--- src/rtl/lanzones_bus_pkg.sv ---
// Shared types and constants for the lanzones bus initiator.
package lanzones_bus_pkg;

  typedef enum logic [2:0] {IDLE, READ, WRITE, RESP, ERR} state_e;

  localparam logic [1:0] SZ_B = 2'd0;
  localparam logic [1:0] SZ_H = 2'd1;
  localparam logic [1:0] SZ_W = 2'd2;

  localparam int TIMEOUT_DEF = 64;

  // Size 3 is never legal; halves need even addresses, words need aligned ones.
  function automatic logic bad_access(input logic [1:0] size, input logic [1:0] lo);
    logic bad;
    case (size)
      SZ_B:    bad = 1'b0;
      SZ_H:    bad = lo[0];
      SZ_W:    bad = |lo;
      default: bad = 1'b1;
    endcase
    return bad;
  endfunction

endpackage

--- src/rtl/lanzones_lane_fmt.sv ---
// Combinational byte-lane alignment for stores and extract/extend for loads.
module lanzones_lane_fmt
  import lanzones_bus_pkg::*;
(
  input  logic [1:0]  size,
  input  logic [1:0]  lane,
  input  logic        uns,
  input  logic [31:0] st_data,
  input  logic [31:0] ld_word,
  output logic [3:0]  st_strobe,
  output logic [31:0] st_lanes,
  output logic [31:0] ld_data
);

  logic [7:0]  ld_byte;
  logic [15:0] ld_half;

  always_comb begin
    ld_byte   = ld_word[{lane, 3'b000} +: 8];
    ld_half   = lane[1] ? ld_word[31:16] : ld_word[15:0];
    st_strobe = 4'b1111;
    st_lanes  = st_data;
    ld_data   = ld_word;
    case (size)
      SZ_B: begin
        st_strobe = 4'b0001 << lane;
        st_lanes  = {4{st_data[7:0]}};
        ld_data   = {{24{~uns & ld_byte[7]}}, ld_byte};
      end
      SZ_H: begin
        st_strobe = 4'b0011 << lane;
        st_lanes  = {2{st_data[15:0]}};
        ld_data   = {{16{~uns & ld_half[15]}}, ld_half};
      end
      default: ;
    endcase
  end

endmodule

--- src/rtl/lanzones_bus_master.sv ---
// Lanzones bus initiator: arbitrates fetch and load/store ports onto the memory bus.
// state | meaning
// IDLE  | waiting for a request; D port wins over I port
// READ  | RRdy held, waiting for RVld or timeout
// WRITE | single RWEn cycle on the bus
// RESP  | ack the requester with fetched/formatted data
// ERR   | ack the requester with its error flag, data 0
module lanzones_bus_master
  import lanzones_bus_pkg::*;
#(
  parameter int TIMEOUT = TIMEOUT_DEF,
  parameter int TW      = 7
) (
  input  logic        clk,
  input  logic        rstn,
  input  logic        IReq,
  input  logic [31:0] IAddr,
  output logic        IAck,
  output logic [31:0] IData,
  input  logic        DReq,
  input  logic        DWe,
  input  logic [1:0]  DSize,
  input  logic        DUns,
  input  logic [31:0] DAddr,
  input  logic [31:0] DWData,
  output logic        DAck,
  output logic [31:0] DRData,
  output logic        DErr,
  output logic        IErr,
  output logic        RRdy,
  input  logic        RVld,
  input  logic [31:0] RData,
  output logic [31:0] RAddr,
  output logic [31:0] RWData,
  output logic        RWEn,
  output logic [3:0]  RWStrobe
);

  state_e        state_q, state_d;
  logic [TW-1:0] cnt_q, cnt_d;
  logic          src_d_q, src_d_d;
  logic          we_q, we_d;
  logic [1:0]    size_q, size_d;
  logic          uns_q, uns_d;
  logic [1:0]    lo_q, lo_d;
  logic [31:0]   rword_q, rword_d;
  logic          iack_q, iack_d, ierr_q, ierr_d, dack_q, dack_d, derr_q, derr_d;
  logic [31:0]   idata_q, idata_d, drdata_q, drdata_d;
  logic          rrdy_q, rrdy_d, rwen_q, rwen_d;
  logic [31:0]   raddr_q, raddr_d, rwdata_q, rwdata_d;
  logic [3:0]    rstrb_q, rstrb_d;

  logic [1:0]    fmt_size, fmt_lane;
  logic [3:0]    st_strobe;
  logic [31:0]   st_lanes, ld_data;

  // Store alignment happens at accept from live inputs; load formatting later from latched fields.
  assign fmt_size = (state_q == IDLE) ? DSize : size_q;
  assign fmt_lane = (state_q == IDLE) ? DAddr[1:0] : lo_q;

  lanzones_lane_fmt u_fmt (
    .size      (fmt_size),
    .lane      (fmt_lane),
    .uns       (uns_q),
    .st_data   (DWData),
    .ld_word   (rword_q),
    .st_strobe (st_strobe),
    .st_lanes  (st_lanes),
    .ld_data   (ld_data)
  );

  always_comb begin
    state_d  = state_q;
    cnt_d    = cnt_q;
    src_d_d  = src_d_q;
    we_d     = we_q;
    size_d   = size_q;
    uns_d    = uns_q;
    lo_d     = lo_q;
    rword_d  = rword_q;
    raddr_d  = raddr_q;
    rrdy_d   = rrdy_q;
    iack_d   = 1'b0;
    ierr_d   = 1'b0;
    idata_d  = '0;
    dack_d   = 1'b0;
    derr_d   = 1'b0;
    drdata_d = '0;
    rwen_d   = 1'b0;
    rwdata_d = '0;
    rstrb_d  = '0;
    case (state_q)
      IDLE: begin
        if (DReq) begin
          src_d_d = 1'b1;
          we_d    = DWe;
          size_d  = DSize;
          uns_d   = DUns;
          lo_d    = DAddr[1:0];
          if (bad_access(DSize, DAddr[1:0])) begin
            state_d = ERR;
          end else if (DWe) begin
            state_d  = WRITE;
            rwen_d   = 1'b1;
            raddr_d  = {2'b00, DAddr[31:2]};
            rwdata_d = st_lanes;
            rstrb_d  = st_strobe;
          end else begin
            state_d = READ;
            rrdy_d  = 1'b1;
            raddr_d = {2'b00, DAddr[31:2]};
            cnt_d   = TW'(TIMEOUT - 1);
          end
        end else if (IReq) begin
          src_d_d = 1'b0;
          we_d    = 1'b0;
          size_d  = SZ_W;
          uns_d   = 1'b0;
          lo_d    = IAddr[1:0];
          if (|IAddr[1:0]) begin
            state_d = ERR;
          end else begin
            state_d = READ;
            rrdy_d  = 1'b1;
            raddr_d = {2'b00, IAddr[31:2]};
            cnt_d   = TW'(TIMEOUT - 1);
          end
        end
      end
      READ: begin
        if (RVld) begin
          rword_d = RData;
          rrdy_d  = 1'b0;
          state_d = RESP;
        end else if (cnt_q == '0) begin
          rrdy_d  = 1'b0;
          state_d = ERR;
        end else begin
          cnt_d = cnt_q - 1'b1;
        end
      end
      WRITE: state_d = RESP;
      RESP: begin
        if (src_d_q) begin
          dack_d   = 1'b1;
          drdata_d = we_q ? '0 : ld_data;
        end else begin
          iack_d  = 1'b1;
          idata_d = rword_q;
        end
        state_d = IDLE;
      end
      ERR: begin
        dack_d  = src_d_q;
        derr_d  = src_d_q;
        iack_d  = ~src_d_q;
        ierr_d  = ~src_d_q;
        state_d = IDLE;
      end
      default: state_d = IDLE;
    endcase
  end

  always_ff @(posedge clk or negedge rstn) begin
    if (!rstn) begin
      state_q  <= IDLE;
      cnt_q    <= '0;
      src_d_q  <= 1'b0;
      we_q     <= 1'b0;
      size_q   <= '0;
      uns_q    <= 1'b0;
      lo_q     <= '0;
      rword_q  <= '0;
      raddr_q  <= '0;
      rrdy_q   <= 1'b0;
      iack_q   <= 1'b0;
      ierr_q   <= 1'b0;
      idata_q  <= '0;
      dack_q   <= 1'b0;
      derr_q   <= 1'b0;
      drdata_q <= '0;
      rwen_q   <= 1'b0;
      rwdata_q <= '0;
      rstrb_q  <= '0;
    end else begin
      state_q  <= state_d;
      cnt_q    <= cnt_d;
      src_d_q  <= src_d_d;
      we_q     <= we_d;
      size_q   <= size_d;
      uns_q    <= uns_d;
      lo_q     <= lo_d;
      rword_q  <= rword_d;
      raddr_q  <= raddr_d;
      rrdy_q   <= rrdy_d;
      iack_q   <= iack_d;
      ierr_q   <= ierr_d;
      idata_q  <= idata_d;
      dack_q   <= dack_d;
      derr_q   <= derr_d;
      drdata_q <= drdata_d;
      rwen_q   <= rwen_d;
      rwdata_q <= rwdata_d;
      rstrb_q  <= rstrb_d;
    end
  end

  assign IAck     = iack_q;
  assign IErr     = ierr_q;
  assign IData    = idata_q;
  assign DAck     = dack_q;
  assign DErr     = derr_q;
  assign DRData   = drdata_q;
  assign RRdy     = rrdy_q;
  assign RAddr    = raddr_q;
  assign RWEn     = rwen_q;
  assign RWData   = rwdata_q;
  assign RWStrobe = rstrb_q;

endmodule

--- config.mk ---
export PLATFORM = sky130hd
export DESIGN_NAME = lanzones_bus_master
export DESIGN_NICKNAME = d
export VERILOG_FILES = /design/src/rtl/lanzones_bus_pkg.sv /design/src/rtl/lanzones_lane_fmt.sv /design/src/rtl/lanzones_bus_master.sv
export SDC_FILE = /design/constraint.sdc
export NUM_CORES = 1
export LEC_CHECK = 0
export CAP_MARGIN = 20
export CORE_MARGIN = 3
export CORE_UTILIZATION = 46
export DETAILED_ROUTE_END_ITERATION = 8
export MAX_ROUTING_LAYER = met4
export PLACE_DENSITY = 0.83
export SLEW_MARGIN = 30
export SYNTH_ARGS = -nofsm -noshare
export SYNTH_HDL_FRONTEND = slang
export SYNTH_SLANG_ARGS = --single-unit
--- constraint.sdc ---
create_clock -name clk -period 3.13 [get_ports clk]
set_clock_uncertainty 0.2 [all_clocks]
set_input_delay 0.626 -clock clk [delete_from_list [all_inputs] [get_ports clk]]
set_output_delay 0.626 -clock clk [all_outputs]
set_load 0.005 [all_outputs]
* Word level (Yosys, flattened, before mapping)
Cells that the tools add are included.
Operators by class: add/sub/neg operators 1, equality and inequality tests 16, shifts and indexed selects 3, multiplexer cells 68, bitwise operators 4, reduce and logical (&&, ||, !) cells 14
Operators by type and width (number):
- 32-bit 2-to-1 mux | 13
- 32-bit one-hot mux with 2 select lines | 2
- 7-bit 2-to-1 mux | 7
- 32-bit by 6-bit variable part select with 8-bit output | 1
- 1-bit 2-to-1 mux | 21
- 3-bit 2-to-1 mux | 6
- 16-bit 2-to-1 mux | 1
- 4-bit 2-to-1 mux | 4
- 3-bit inequality test, second input constant | 5
- 2-bit 2-to-1 mux | 7
- 7-bit one-hot mux with 2 select lines | 1
- 3-bit one-hot mux with 3 select lines | 1
- 2-bit inequality test, second input constant | 4
- 4-bit one-hot mux with 2 select lines | 1
- 7-bit logical NOT | 1
- 7-bit AND reduction | 1
- 7-bit by 1-bit subtractor with 7-bit output, second input constant | 1
- 3-bit by 2-bit equality test with 1-bit output, second input constant | 2
- 1-bit one-hot mux with 2 select lines | 3
- 2-bit AND reduction | 3
- 6-bit AND reduction | 1
- 2-bit by 1-bit equality test with 1-bit output, second input constant | 2
- 2-bit logical NOT | 2
- 4-bit AND reduction | 1
- other kinds (11) | 15
Word-level totals: bits in registers 187, input port bits 137, output and inout bits 138, logic and storage cells 125

* Depth between registers and ports, before layout
depth in word-level cells 8, gate-level depth with buffers 9, mapped depth without buffers 7

* Modules after synthesis
Synthesis repeated with hierarchy kept, for this count alone.
Second synthesis, totals: cell total of the unflattened synthesis 685, area total of the unflattened synthesis 8361.8 sq um
Modules (own cells, without submodules):
- lanzones_bus_master | times used 1, cells an instance 507, area each 7054.3 sq um, seq. area each 4629.4 sq um
- lanzones_lane_fmt | times used 1, cells an instance 178, area each 1307.5 sq um, seq. area each 0.0 sq um

* Worst setup path after synthesis
No wires, ideal clock.
path type input -> register, start input DAddr[0], end register drdata_q[21] (netlist: DRData[21]), library setup time 0.118 ns, data arrival time 2.153 ns, path slack 0.659 ns, cell stages on the path 7, buffers on the path 2, path through buf_2 > mux4_2 > and3_1 > o21ai_1 > o32ai_4 > buf_6 > a21o_1
On the way: longest elaborated chain between the ends 7
RTL lines:
- from (decl) | line lanzones_bus_master.sv:24 | input logic [31:0] DAddr,
- 2-bit 2-to-1 mux | line lanzones_bus_master.sv:59 | assign fmt_lane = (state_q == IDLE) ? DAddr[1:0] : lo_q;
- 32-bit by 6-bit variable part select with 8-bit output | line lanzones_lane_fmt.sv:19 | ld_byte = ld_word[{lane, 3'b000} +: 8];
- 1-bit bitwise AND | line lanzones_lane_fmt.sv:28 | ld_data = {{24{~uns & ld_byte[7]}}, ld_byte};
- 32-bit one-hot mux with 2 select lines | line lanzones_lane_fmt.sv:24 | case (size)
- 32-bit 2-to-1 mux | line lanzones_bus_master.sv:146 | drdata_d = we_q ? '0 : ld_data;
- 32-bit 2-to-1 mux | line lanzones_bus_master.sv:144 | if (src_d_q) begin
- 32-bit 2-to-1 mux | line lanzones_bus_master.sv:92 | case (state_q)
- via drdata_d[21] | line lanzones_bus_master.sv:48 | logic [31:0] idata_q, idata_d, drdata_q, drdata_d;
- to (signal assigned) | line lanzones_bus_master.sv:201 | drdata_q <= drdata_d;
- to (decl) | line lanzones_bus_master.sv:48
The timed path passes the listed nets, and every way through them passes these cells. A chain may end at the register's enable or synchronous reset.

* Worst setup path after layout
start input DAddr[0], end register drdata_q[10] (netlist: DRData[10])
Same word-level chain as after synthesis.

==> results.md <==
* Outcome: completed
* Setup TNS at 0 ps
* Fmax at approximately 380 MHz
* Clk root buf: clkbuf_16
* DR pass1 iterations at 5
* Mapped Area at 8070 sq um
* Slew margin rel. at 49.7%
* Overall power at 0.00910 W
* Number of global-route vias before repair at 6,709
* Mapped Cells at 701
* CP max-delay cell: clkdlybuf4s50_1
* Count leader, synth: dfrtp_1
* Final HPWL DP at about 17 mm
* WP depth at 6
* DR DRC count at 0
* Worst vdd ir at between 0.4 and 0.5 mV
* Area of the multi-input gates at approximately 3200 sq um
* Area leader, netlist: dfrtp_1
* GRT Resource Usage Total at between 20% and 30%
* Min-Delay Path Class: input pin to asynchronous set/reset pin
* Synth Register Bits at 185
* FFs w/ async S/R, synth at between 90% and 100%
* Layout area overhead at 44.8%
* Crit path max fanout at 8
* Post-synthesis mux area share at 13.3%
* Largest net degree at the start of global routing at 83
* Wire per inst at about 19 microns
* CTS H-tree lvls at 4
* GR peak layer: met2
* Reg2Reg Depth at 5
* Ys flop type: dfrtp_1
* Avg Cell Area, Syn at 11.5 sq um
* R2R Path End: DRData[23]
* Register area at roughly 4600 sq um
* CTS Buf Count at 17
* Post-cts resize count at 0
* Synth Area in Adders at less than 1%
* Clock buffer depth at 2
* Crit-path cells: clkdlybuf4s50_1, mux4_2, and3_1, o21ai_1, nor2_1, a221o_1
* Simple-Gate Fraction of Synth Area at between 10% and 20%
* Sequential area share after synthesis at a little under three fifths
* Xor/xnor cell area share of the yosys netlist at 0.109%
* RR Startpoint: state_q[1]
* Tcrit/Tclk final at ~85%
* Drt initial violations at slightly above 500
* FF-to-FF setup slack at ~500 ps
* Post-synth top area share at between 50% and 60%
* Antenna Nets Post-Route at 0
* Core region area at 16,900 sq um
* Global route overflow at 0
* Met3 Resource Use GR at 4.70%
* Leak at approximately 5.3 nW
* Synth top area cells: dfrtp_1, mux2i_1, mux2_2
* First-pass GRT wire length at approximately 37 mm
* EDFF count, synth at 0
* Worst-Margin Slew at between 700 and 800 ps
* WS Path Type: input pin to flop
* Max cap viols at 0
* Power Density at about 780 nW/um^2
* Final Wtd Congestion at about 0.9
* CP Launch Type: input pin
* Port bufs at approximately 270
* Crit path required time at between 3000 and 4000 ps
* CTS clk-pin slew, worst paths at 70 ps
* CTS Sinks at 185
* # IOs at around 280
* Unique masters post-synth at 59
* Vias at roughly 6,500
* Die area at 19,200 sq um
* GR met2 Demand/Resource at approximately two fifths
* Diodes inserted at 0
* Crit path buffers/inverters at 1
* Post-CTS Setup Inserts at 0
* Final min period at 2660 ps
* # nets final at ~1,100
* Hold bufs inserted after CTS at 0
* Clk_lat worst skew at 420 ps
* Final wirelength at roughly 23 mm
* Filler instances at 1,231
* CP top delay family: compound AO/OA/AOI/OAI gates
* Synth Area in Compound Gates at roughly an eighth
* CP startpoint: DAddr[0]
* Antenna violations before repair at 0
* Final Max Slew Viols at 0
* Critical Path AT at 2770 ps
* Die width at 138 microns
* Chip Height at ~140 microns
* Final setup violation count at 0
* Final Hold Viols at 0
* Vias per cell at about 5.4
* Main combinational cell family by area after synthesis: multiplexers
* Unrepaired setup endpoints after global routing: no
* Ys Warns at 0
* Slowest stage delay, CP at between 500 and 600 ps
* Share of post-route cells with drive strength above 1 at a little under an eighth
* Starting density of the core at roughly 48%
* Post-synth top cells: dfrtp_1, a21oi_1, nor2_1
* Rows at 47
* Setup crit end kind: flop
* CTS tree: yes
* Met1 usage at 29.8%
-- sequential cells by signal (all words and copies together), names as in the netlist, 2 cells and up --
signal and flops:
RWData 32, DRData 32, size_q 2, state_q 3, RWStrobe 4, rword_q 32
RAddr 30, cnt_q 7, lo_q 2, IData 32
-- routing by layer --
layer	up-vias	routed length (microns)	share of wire, %
met5	-	0	0
met4	0	675	2.9
met3	54	1340	5.8
met2	264	11900	52
met1	3169	9080	40
li1	3010	-	-
-- worst register-to-register path: cells and delay by family, from the launching register on --
family           cells  cell delay [ps]
flip-flops           1              570
AO/OA/AOI/OAI        4             1160
AND/OR/NAND/NOR      1              640
-- cell usage in the layout, fill, tap and decap left out, drive strengths merged, types with 13 or more instances in the layout --
master,instances
a21o,16
a21oi,75
nand2,48
inv,15
dfrtp,185
and2,41
mux2i,59
nor2,60
mux2,38
nor3,13
buf,25
clkdlybuf4s50,270
o21ai,21
clkbuf,20
-- worst max path at each step --
stage                      end
global route         RAddr[28]
detailed placement    RAddr[0]
floorplan           DRData[21]
global placement     DRData[8]
finish              DRData[10]
CTS                 DRData[23]
-- report_power, final --
group,switching (W),total [W],internal [W]
Clock,0.000891,0.00214,0.00125
Combinational,0.00156,0.00328,0.00172
Sequential,0.000672,0.00368,0.00301
Total,0.00312,0.00910,0.00598
-- logic make-up (layout without fill, tap and decap cells) --
group                    count (synthesis)  after routing
multiplexers                            99             99
AO/OA/AOI/OAI                          159            159
AND/OR/NAND/NOR                        195            195
buffers and inverters                   59            339
adder cells (fa/ha/maj)                  2              2
XOR/XNOR                                 1              1
flip-flops                             185            185
other                                    1              2
-- area by class of cell --
class / instances / area share [%]
Inverter: 13 / 0.418
Tap cell: 220 / 2.36
Sequential cell: 185 / 39.6
Timing Repair Buffer: 296 / 25.3
Clock buffer: 19 / 3.71
Clock inverter: 11 / 1.28
Multi-Input combinational cell: 458 / 27.3
-- metrics by stage --
| stage | hold WS [ps] | cells | setup slack (ps) | cell area (sq um) | util [%] |
|---|---|---|---|---|---|
| floorplan | 130 | 702 | 659 | 8070 | - |
| global placement | 292 | 1172 | 135 | 11100 | 65.7 |
| detailed placement | 307 | 1172 | 79.6 | 11100 | 65.7 |
| CTS | 77.3 | 1202 | 490 | 11700 | 69.2 |
| global route | 87.2 | 1202 | 329 | 11700 | 69.2 |
| finish | 19.8 | 1202 | 473 | 11700 | 69.2 |
Note: power is estimated with default switching activity, not from simulation.
